## src/rtl/bin_to_bcd_sequencer.sv

```systemverilog
// rtl/bin_to_bcd_sequencer.sv - sequential shift-and-add-3 binary to packed BCD converter
module bin_to_bcd_sequencer #(
    parameter int WIDTH  = 6,
    parameter int DIGITS = 2
) (
    input  logic                  clk,
    input  logic                  reset,
    input  logic                  start,
    input  logic [WIDTH-1:0]      binary,
    output logic                  ready,
    output logic                  busy,
    output logic                  done,
    output logic [4*DIGITS-1:0]   bcd
);

    localparam int SW = 4 * DIGITS;
    localparam int CW = $clog2(WIDTH + 1);

    typedef enum logic [1:0] {
        IDLE  = 2'd0,
        SHIFT = 2'd1,
        DONE  = 2'd2
    } state_t;

    state_t          state;
    logic [WIDTH-1:0] bin_reg;
    logic [SW-1:0]    scratch;
    logic [CW-1:0]    count;
    logic [SW-1:0]    corrected;
    logic [SW-1:0]    shifted;

    // Every digit is corrected from the pre-edge scratch; 4-bit adds never carry across digits.
    always_comb begin
        corrected = scratch;
        for (int d = 0; d < DIGITS; d++) begin
            if (scratch[4*d +: 4] >= 4'd5) begin
                corrected[4*d +: 4] = scratch[4*d +: 4] + 4'd3;
            end
        end
        shifted = {corrected[SW-2:0], bin_reg[WIDTH-1]};
    end

    always_ff @(posedge clk) begin
        if (reset) begin
            state   <= IDLE;
            ready   <= 1'b1;
            busy    <= 1'b0;
            done    <= 1'b0;
            bcd     <= '0;
            scratch <= '0;
            bin_reg <= '0;
            count   <= '0;
        end else begin
            case (state)
                IDLE: begin
                    if (start) begin
                        bin_reg <= binary;
                        scratch <= '0;
                        count   <= CW'(WIDTH);
                        state   <= SHIFT;
                        ready   <= 1'b0;
                        busy    <= 1'b1;
                    end
                end
                SHIFT: begin
                    scratch <= shifted;
                    bin_reg <= bin_reg << 1;
                    count   <= count - CW'(1);
                    if (count == CW'(1)) begin
                        bcd   <= shifted;
                        state <= DONE;
                        busy  <= 1'b0;
                        done  <= 1'b1;
                    end
                end
                DONE: begin
                    state <= IDLE;
                    done  <= 1'b0;
                    ready <= 1'b1;
                end
                default: begin
                    state <= IDLE;
                    ready <= 1'b1;
                    busy  <= 1'b0;
                    done  <= 1'b0;
                end
            endcase
        end
    end

endmodule

```

## config.mk

```make
export PLATFORM = sky130hd
export DESIGN_NAME = bin_to_bcd_sequencer
export DESIGN_NICKNAME = d
export VERILOG_FILES = /design/src/rtl/bin_to_bcd_sequencer.sv
export SDC_FILE = /design/constraint.sdc
export NUM_CORES = 1
export LEC_CHECK = 0
export ABC_AREA = 1
export CELL_PAD_IN_SITES_DETAIL_PLACEMENT = 0
export CELL_PAD_IN_SITES_GLOBAL_PLACEMENT = 1
export CORE_MARGIN = 2
export CORE_UTILIZATION = 38
export DETAILED_ROUTE_END_ITERATION = 10
export PLACE_DENSITY_LB_ADDON = 0.12
export RECOVER_POWER = 25
export SLEW_MARGIN = 0
export SYNTH_ARGS = -nofsm -noshare
export SYNTH_HDL_FRONTEND = slang
export SYNTH_SLANG_ARGS = --single-unit
```

## constraint.sdc

```tcl
create_clock -name clk -period 1.8 [get_ports clk]
set_clock_uncertainty 0.05 [all_clocks]
set_input_delay 0.45 -clock clk [delete_from_list [all_inputs] [get_ports clk]]
set_output_delay 0.45 -clock clk [all_outputs]
set_load 0.02 [all_outputs]
```

# Word-level counts from Yosys, hierarchy flattened
# Cells that the tools add are included.
# totals
register_bits,30
inputBits,9
out_inout_bits,11
word_cells,47
# op_classes
n_addsub,3
n_lt_le_gt_ge,2
n_eq_ne,5
mux,18
bitwise,3
n_reduce_logical,8
# op_table
op,count
case mux 8 bit (2 select lines),1
case mux 6 bit (2 select lines),1
AND reduction 2 bit,5
">= comparator 4 x 3 -> 1 bit, second input constant",2
two-way mux 8 bit,1
two-way mux 3 bit,2
two-way mux 6 bit,1
case mux 3 bit (2 select lines),1
"adder 4 x 2 -> 4 bit, second input constant",1
two-way mux 1 bit,4
two-way mux 2 bit,2
two-way mux 4 bit,1
"!= test 2 bit, second input constant",2
case mux 1 bit (2 select lines),2
case mux 2 bit (2 select lines),1
"adder 3 x 2 -> 3 bit, second input constant",1
"== test 3 x 1 -> 1 bit, second input constant",1
inverter 1 bit,3
case mux 1 bit (3 select lines),1
AND reduction 3 bit,1
"subtractor 3 x 1 -> 3 bit, second input constant",1
"== test 2 x 1 -> 1 bit, second input constant",1
"== test 2 bit, second input constant",1
logical NOT 2 bit,1
nonzero test 2 bit,1

# Logic depth before layout (Yosys ltp)
# Gate-level depths: netlist (run 1).
# logic_depth
ltp_word,3
depth_mapped,9
ltp_nobuf,9

# Worst setup path after synthesis (run 1)
# Ideal clock, no wire load.
# synth_path
path_type,register to register
startpoint,reg scratch[4]
endpoint,reg scratch[5]
setup_ns,0.123
arrival_time_ns,1.078
required_ns,1.627
setup_slack_ns,0.549
stages_incl_launch_ff,9
n_path_buf,0
period_less_slack_ns,1.251
path_cell_list,dfxtp_1 -> inv_1 -> ha_1 -> inv_1 -> nand2_1 -> nand3_1 -> nand2_1 -> nand3_1 -> o21ai_0
# synth_between
elab_chain_len,3
elab_cells_between_ends,4
# synth_rtl
item,line_no,rtl
"start, declared",27,logic [SW-1:0] scratch;
"start signal, assigned",66,scratch <= shifted;
>= comparator 4 x 3 -> 1 bit or adder 3 x 2 -> 3 bit (tied branches),"36, 37",
two-way mux 3 bit *,36,if (scratch[4*d +: 4] >= 4'd5) begin
case mux 8 bit (2 select lines) *,54,case (state)
# Mark *: on every way between the ends. The rest lies on a longest branch, timed or not.
# A chain may end at the register's enable or synchronous reset.

# Worst setup path in the final report (run 1)
# layout_path
startpoint,reg bcd[3]
endpoint,out bcd[3]
# layout_rtl
item,line_no,rtl
"start, declared",13,output logic [4*DIGITS-1:0] bcd
"start signal, assigned",70,bcd <= shifted;
# No word-level cell between the ends.

==> qor.yml, run 1 <==
setup_path:
  worst-path-max-fanout: 2
  worstRegToRegCells: 6
  reg2reg_slack_ps: 350
  slowest_stage: "dfxtp_1"
  cp-start-kind: "flop"
  crit_chain: "dlygate4sd2_1"
  cp_num_buf_inv: 1
  critPathTopFamily: "flip-flops"
  path_class: "flop to primary output"
  crit_required_ps: 1300
  r2r_end: "bcd[4]"
  arrival_ps: 1030
  r2r_start: "count[0]"
  cp-end-kind: "primary output"
  cpPeakStageDelay_ps: 360
floorplanning:
  ioPinCount: 20
  core_um2: 3416
  die_height_um: 64.43
  initial_utilization_pct: 40.62
  die_area_um2: 4151
  die_w_um: 64.43
  rows: 21
sta:
  tns_ps: 0
  maxSlewHeadroom_pct: 67.97
  layout_min_cycle_time_ps: 1528
  worst_pin_slew_ps: 478.7
  finalHoldViolations: 0
  hold_slack_ps: 408.4
  fin_crit_sh_pct: 84.88
  rsz0062_at_grt: "false"
  fmax_mhz: 654.5
  finalMaxSlewViolations: 0
  fin_ws_ps: 272.2
  setup_viol: 0
yosys:
  synth_top_area_share_pct: 43.28
  synth_fa_ha_area_share_pct: 5.410
  post-synth-top-count-cell: "nand2_1"
  yosysTopAreaCell: "dfxtp_1"
  avgSynthCellArea_um2: 7.044
  synth-compound-area-share_pct: 9.558
  async_reset_ff_share_pct: 0
  synth_ff_type: "dfxtp_1"
  synth_simple_gate_area_share_pct: 32.28
  yosysSeqAreaShare_pct: 43.28
  synth_seq_cells: 30
  synthesis.area_um2: 1388
  synthMuxAreaShare_pct: 0
  yosys-top-cells-count: "51 x nand2_1, 30 x dfxtp_1, 29 x inv_1, 21 x nand3_1, 21 x nor2_1"
  syn-num-nets: 212
  ys_warn_count: 0
  synth_top_family_by_area: "simple AND/OR/NAND/NOR gates"
  postSynthCellCount: 197
  synth-xor-area-share_pct: 0
  synth.distinct_cells: 19
  synth_edf_count: 0
  synth.top_cells.by_area: "dfxtp_1 43%, nand2_1 14%, inv_1 7.8%"
route:
  antenna_left: 0
  drcViolationCount: 0
  vias_per_cell: 4.755
  drt-initial-drc-count: 104
  firstDrtPassIters: 4
  vias: 1298
  routed_wl_um: 3193
  wl_per_cell_um: 11.70
clocking:
  cts_buffer_depth: 2
  worstSkewPairLatency_ps: 330
  hold_buffers: 0
  ctsHtreeMaxLevel: 2
  path_clk_slew_ps: 100
  numClockSinks: 30
  tritoncts: "yes"
  root_buffer: "clkbuf_4"
  cts_buffers: 5
cells_and_area:
  nets: 241
  final_cells: 273
  fin_util_pct: 51.14
  drive_above_1_share_pct: 7.048
  fin_area_um2: 1747
  syn_to_final_growth_pct: 25.88
  n_antenna_cell: 0
worst_hold_path:
  worstHoldStart: "bin_reg[0]"
  whs_endpoint: "bin_reg[0]"
  whs_path_depth: 2
  hp-class: "flop to flop"
power:
  power.leakage_nw: 0.9326
  max-vdd-ir-drop_mv: 0.5159
  total_power_mw: 1.431
  powerDensity_nw_per_um2: 819.5
grt:
  grt_max_degree: 18
  grt_pass1_vias: 1206
  grt_pass1_wl_um: 5237
  antenna_found_initial: 0
  gr-usage-all-layers_pct: 16.41
  grt_overflow_total: 0
flow_run:
  maxCapViolCount: 0
placement:
  dp_hpwl_um: 2354
  place_area_um2: 1662
  dpl.cell_count: 265
  pre_cts_ws_ps: 69.78
  portBuffers: 19
  place_congestion: 0.7804
outcome:
  outcome: "finished clean"
## per-layer routing
layer  share of wire (%)  GRT usage, %  vias to the layer above
met2                  49         27.86                       24
met5                   0             0                        -
met1                  46         19.57                      580
met3                 3.8         4.514                        5
li1                    -             -                      689
met4                 1.3         6.649                        0
## worst reg2reg max path, stage by stage (launching register included)
cell and delay, ps:
dfxtp_1 400, ha_1 170, nand2_1 140, nor2_4 360
nand3_1 140, nand2_1 80, inv_1 30
## report_power, final
| group | total [mW] | leakage [nW] | switching [mW] | internal (mW) |
|---|---|---|---|---|
| combinational | 0.180 | 0.643 | 0.105 | 0.0748 |
| sequential | 0.714 | 0.245 | 0.0193 | 0.694 |
| clock | 0.538 | 0.0450 | 0.250 | 0.288 |
## cell usage in the layout, fill, tap and decap left out
| master | n |
|---|---|
| dfxtp_1 | 30 |
| nand2_1 | 51 |
| ha_1 | 6 |
| o22ai_1 | 3 |
| clkinv_1 | 1 |
| clkinv_2 | 2 |
| clkbuf_4 | 5 |
| o21ai_0 | 12 |
| nor2_1 | 23 |
| nand4_1 | 6 |
| nand3_1 | 21 |
| a31oi_1 | 1 |
| dlygate4sd2_1 | 4 |
| o21ai_1 | 1 |
| dlymetal6s2s_1 | 7 |
| bufinv_16 | 1 |
| a21oi_1 | 7 |
| clkdlybuf4s50_1 | 8 |
| buf_4 | 6 |
| inv_1 | 29 |
| nand2_4 | 1 |
| a211oi_1 | 1 |
| nor2_4 | 1 |
## repair_timing
action                                  in CTS  in global routing
buffers inserted                             0                  0
pin swaps                                    0                  0
endpoints found under the setup margin       4                  7
resized for setup                            4                  7
## layout make-up
cell class                 count  area, um2
multi-input combinational    134      650.6
clock buffer                   5      37.54
fill                         358       1669
timing repair buffer          25      247.7
tap                           46      57.56
inverter                      30      112.6
sequential                    30      600.6
clock inverter                 3      40.04
## cells by family (layout without fill, tap and decap cells)
family,count (synthesis),in the layout
compound gates,25,25
fa+ha+maj,6,6
buf+inv,33,63
flops,30,30
simple gates,103,103
## worst max path at each step
stage / start / to / slack [ps] / cells after the start
5_1_grt: start / bin_reg[1] / 100 / 5
2_1_floorplan: scratch[4] / scratch[5] / 550 / 8
6_report: bcd[3] / bcd[3] / 270 / 1
4_1_cts: bcd[6] / bcd[6] / 3 / 1
3_5_place_dp: start / bin_reg[1] / 70 / 5
3_3_place_gp: start / bin_reg[1] / 110 / 5
No activity file was read; power rests on OpenSTA's default activity.
==> run 2, diff against run 1 <==
- clock period: 1.8 -> 1.43 ns (I/O delays scaled with it)
==> run 2 against run 1 <==
Against the previous run: register-to-register slack got worse by 230 ps; sequential share of layout area grew 0.31 points; clock power down 13%; highest routed layer unchanged; first-iteration DRC count decreased by 54%; global-route usage rose by 0.47 points; worst setup slack lost 240 ps.
==> qor.yml, run 2 (synthesis results as in run 1) <==
outcome:
  outcome: "finished clean"
clocking:
  tritoncts: "yes"
  cts_resized: 15
  numClockSinks: 30
  post_cts_buffers: 0
  worstSkewPairLatency_ps: 330
  cts_buffers: 5
  path_clk_slew_ps: 90
  ctsHtreeMaxLevel: 2
  root_buffer: "clkbuf_4"
  hold_buffers: 0
  cts_buffer_depth: 2
placement:
  portBuffers: 19
  place_congestion: 0.8299
  dp_hpwl_um: 2416
  pre_cts_ws_ps: -200.2
  place_area_um2: 1704
floorplanning:
  die_w_um: 64.43
  rows: 21
  ioPinCount: 20
  core_um2: 3416
  die_height_um: 64.43
  initial_utilization_pct: 40.62
  die_area_um2: 4151
grt:
  antenna_found_initial: 0
  grt_max_degree: 18
  gr-usage-all-layers_pct: 16.88
  grt_pass1_wl_um: 5306
  grt_pass1_vias: 1219
  grt_overflow_total: 0
sta:
  rsz0062_at_grt: "false"
  fmax_mhz: 717.8
  hold_slack_ps: 414.6
  tns_ps: 0
  fin_crit_sh_pct: 97.43
  fin_ws_ps: 36.78
  worst_pin_slew_ps: 322.5
  setup_viol: 0
  finalHoldViolations: 0
  maxSlewHeadroom_pct: 78.48
  finalMaxSlewViolations: 0
  layout_min_cycle_time_ps: 1393
cells_and_area:
  final_cell_mix: "49 x nand2_1, 29 x inv_1, 27 x dfxtp_1, 22 x nor2_1, 20 x nand3_1"
  fin_area_um2: 1742
  syn_to_final_growth_pct: 25.52
  fillerInstances: 359
  n_antenna_cell: 0
  fin_util_pct: 50.99
  final_common_cell: "nand2_1"
  drive_above_1_share_pct: 10.87
  nets: 245
route:
  firstDrtPassIters: 4
  routed_wl_um: 3211
  vias_per_cell: 4.812
  drt-initial-drc-count: 48
  vias: 1328
  antenna_left: 0
  wl_per_cell_um: 11.63
  drcViolationCount: 0
setup_path:
  worst-path-max-fanout: 2
  cp_num_buf_inv: 1
  cpPeakStageDelay_ps: 350
  crit_required_ps: 1020
  cp-end-kind: "primary output"
  arrival_ps: 990
  critPathTopFamily: "flip-flops"
  cp-start-kind: "flop"
  slowest_stage: "dfxtp_1"
  crit_chain: "clkdlybuf4s15_1"
  path_class: "flop to primary output"
worst_hold_path:
  hp-class: "flop to flop"
power:
  power.leakage_nw: 0.8091
  powerDensity_nw_per_um2: 920.5
  max-vdd-ir-drop_mv: 0.5353
flow_run:
  maxCapViolCount: 0
## run 2: cell count changes in the layout (fill, tap and decap cells not counted), moves of 2 or more
cell | previous run | this run
clkinv_2 | 2 | 0
clkdlybuf4s15_1 | 0 | 7
dlymetal6s2s_1 | 7 | 0
buf_4 | 6 | 8
dfxtp_2 | 0 | 3
clkbuf_1 | 0 | 5
nand2_1 | 51 | 49
dlygate4sd2_1 | 4 | 1
dfxtp_1 | 30 | 27
nand2_2 | 0 | 2
## run 2: routing by layer
layer	vias to the layer above	wire length, um	GRT usage (%)
met5	-	0	0
met4	0	61	8.511
met3	7	142	4.167
met2	34	1521	28.78
met1	591	1485	19.65
li1	696	-	-
## run 2: metrics by stage
stage,power [mW],cells
final,1.603,276
after floorplan,1.051,197
after detailed placement,1.163,269
after global placement,1.153,269
after global routing,1.693,276
after CTS,1.619,276
## run 2: path summary, 6_finish.rpt
kind | startpoint | endpoint | slack, ps | cells after the start
setup / recovery | ready | ready | 40 | 1
hold / removal | bin_reg[0] | bin_reg[0] | 410 | 2
setup reg to reg | scratch[4] | scratch[6] | 120 | 8
hold reg to reg | bin_reg[0] | bin_reg[0] | 410 | 2
## run 2: final cells by class
class	count	area, um2	share of cell area, %
clock buffers	7	45.04	2.586
inverters	30	116.4	6.681
multi-input cells	134	663.1	38.07
flip-flops and latches	30	604.3	34.70
well taps	46	57.56	3.305
repair buffers	29	255.2	14.66
## run 2: report_power, final
group	internal, mW	switching (mW)
combinational	0.0995	0.133
clock	0.185	0.285
sequential	0.874	0.0259
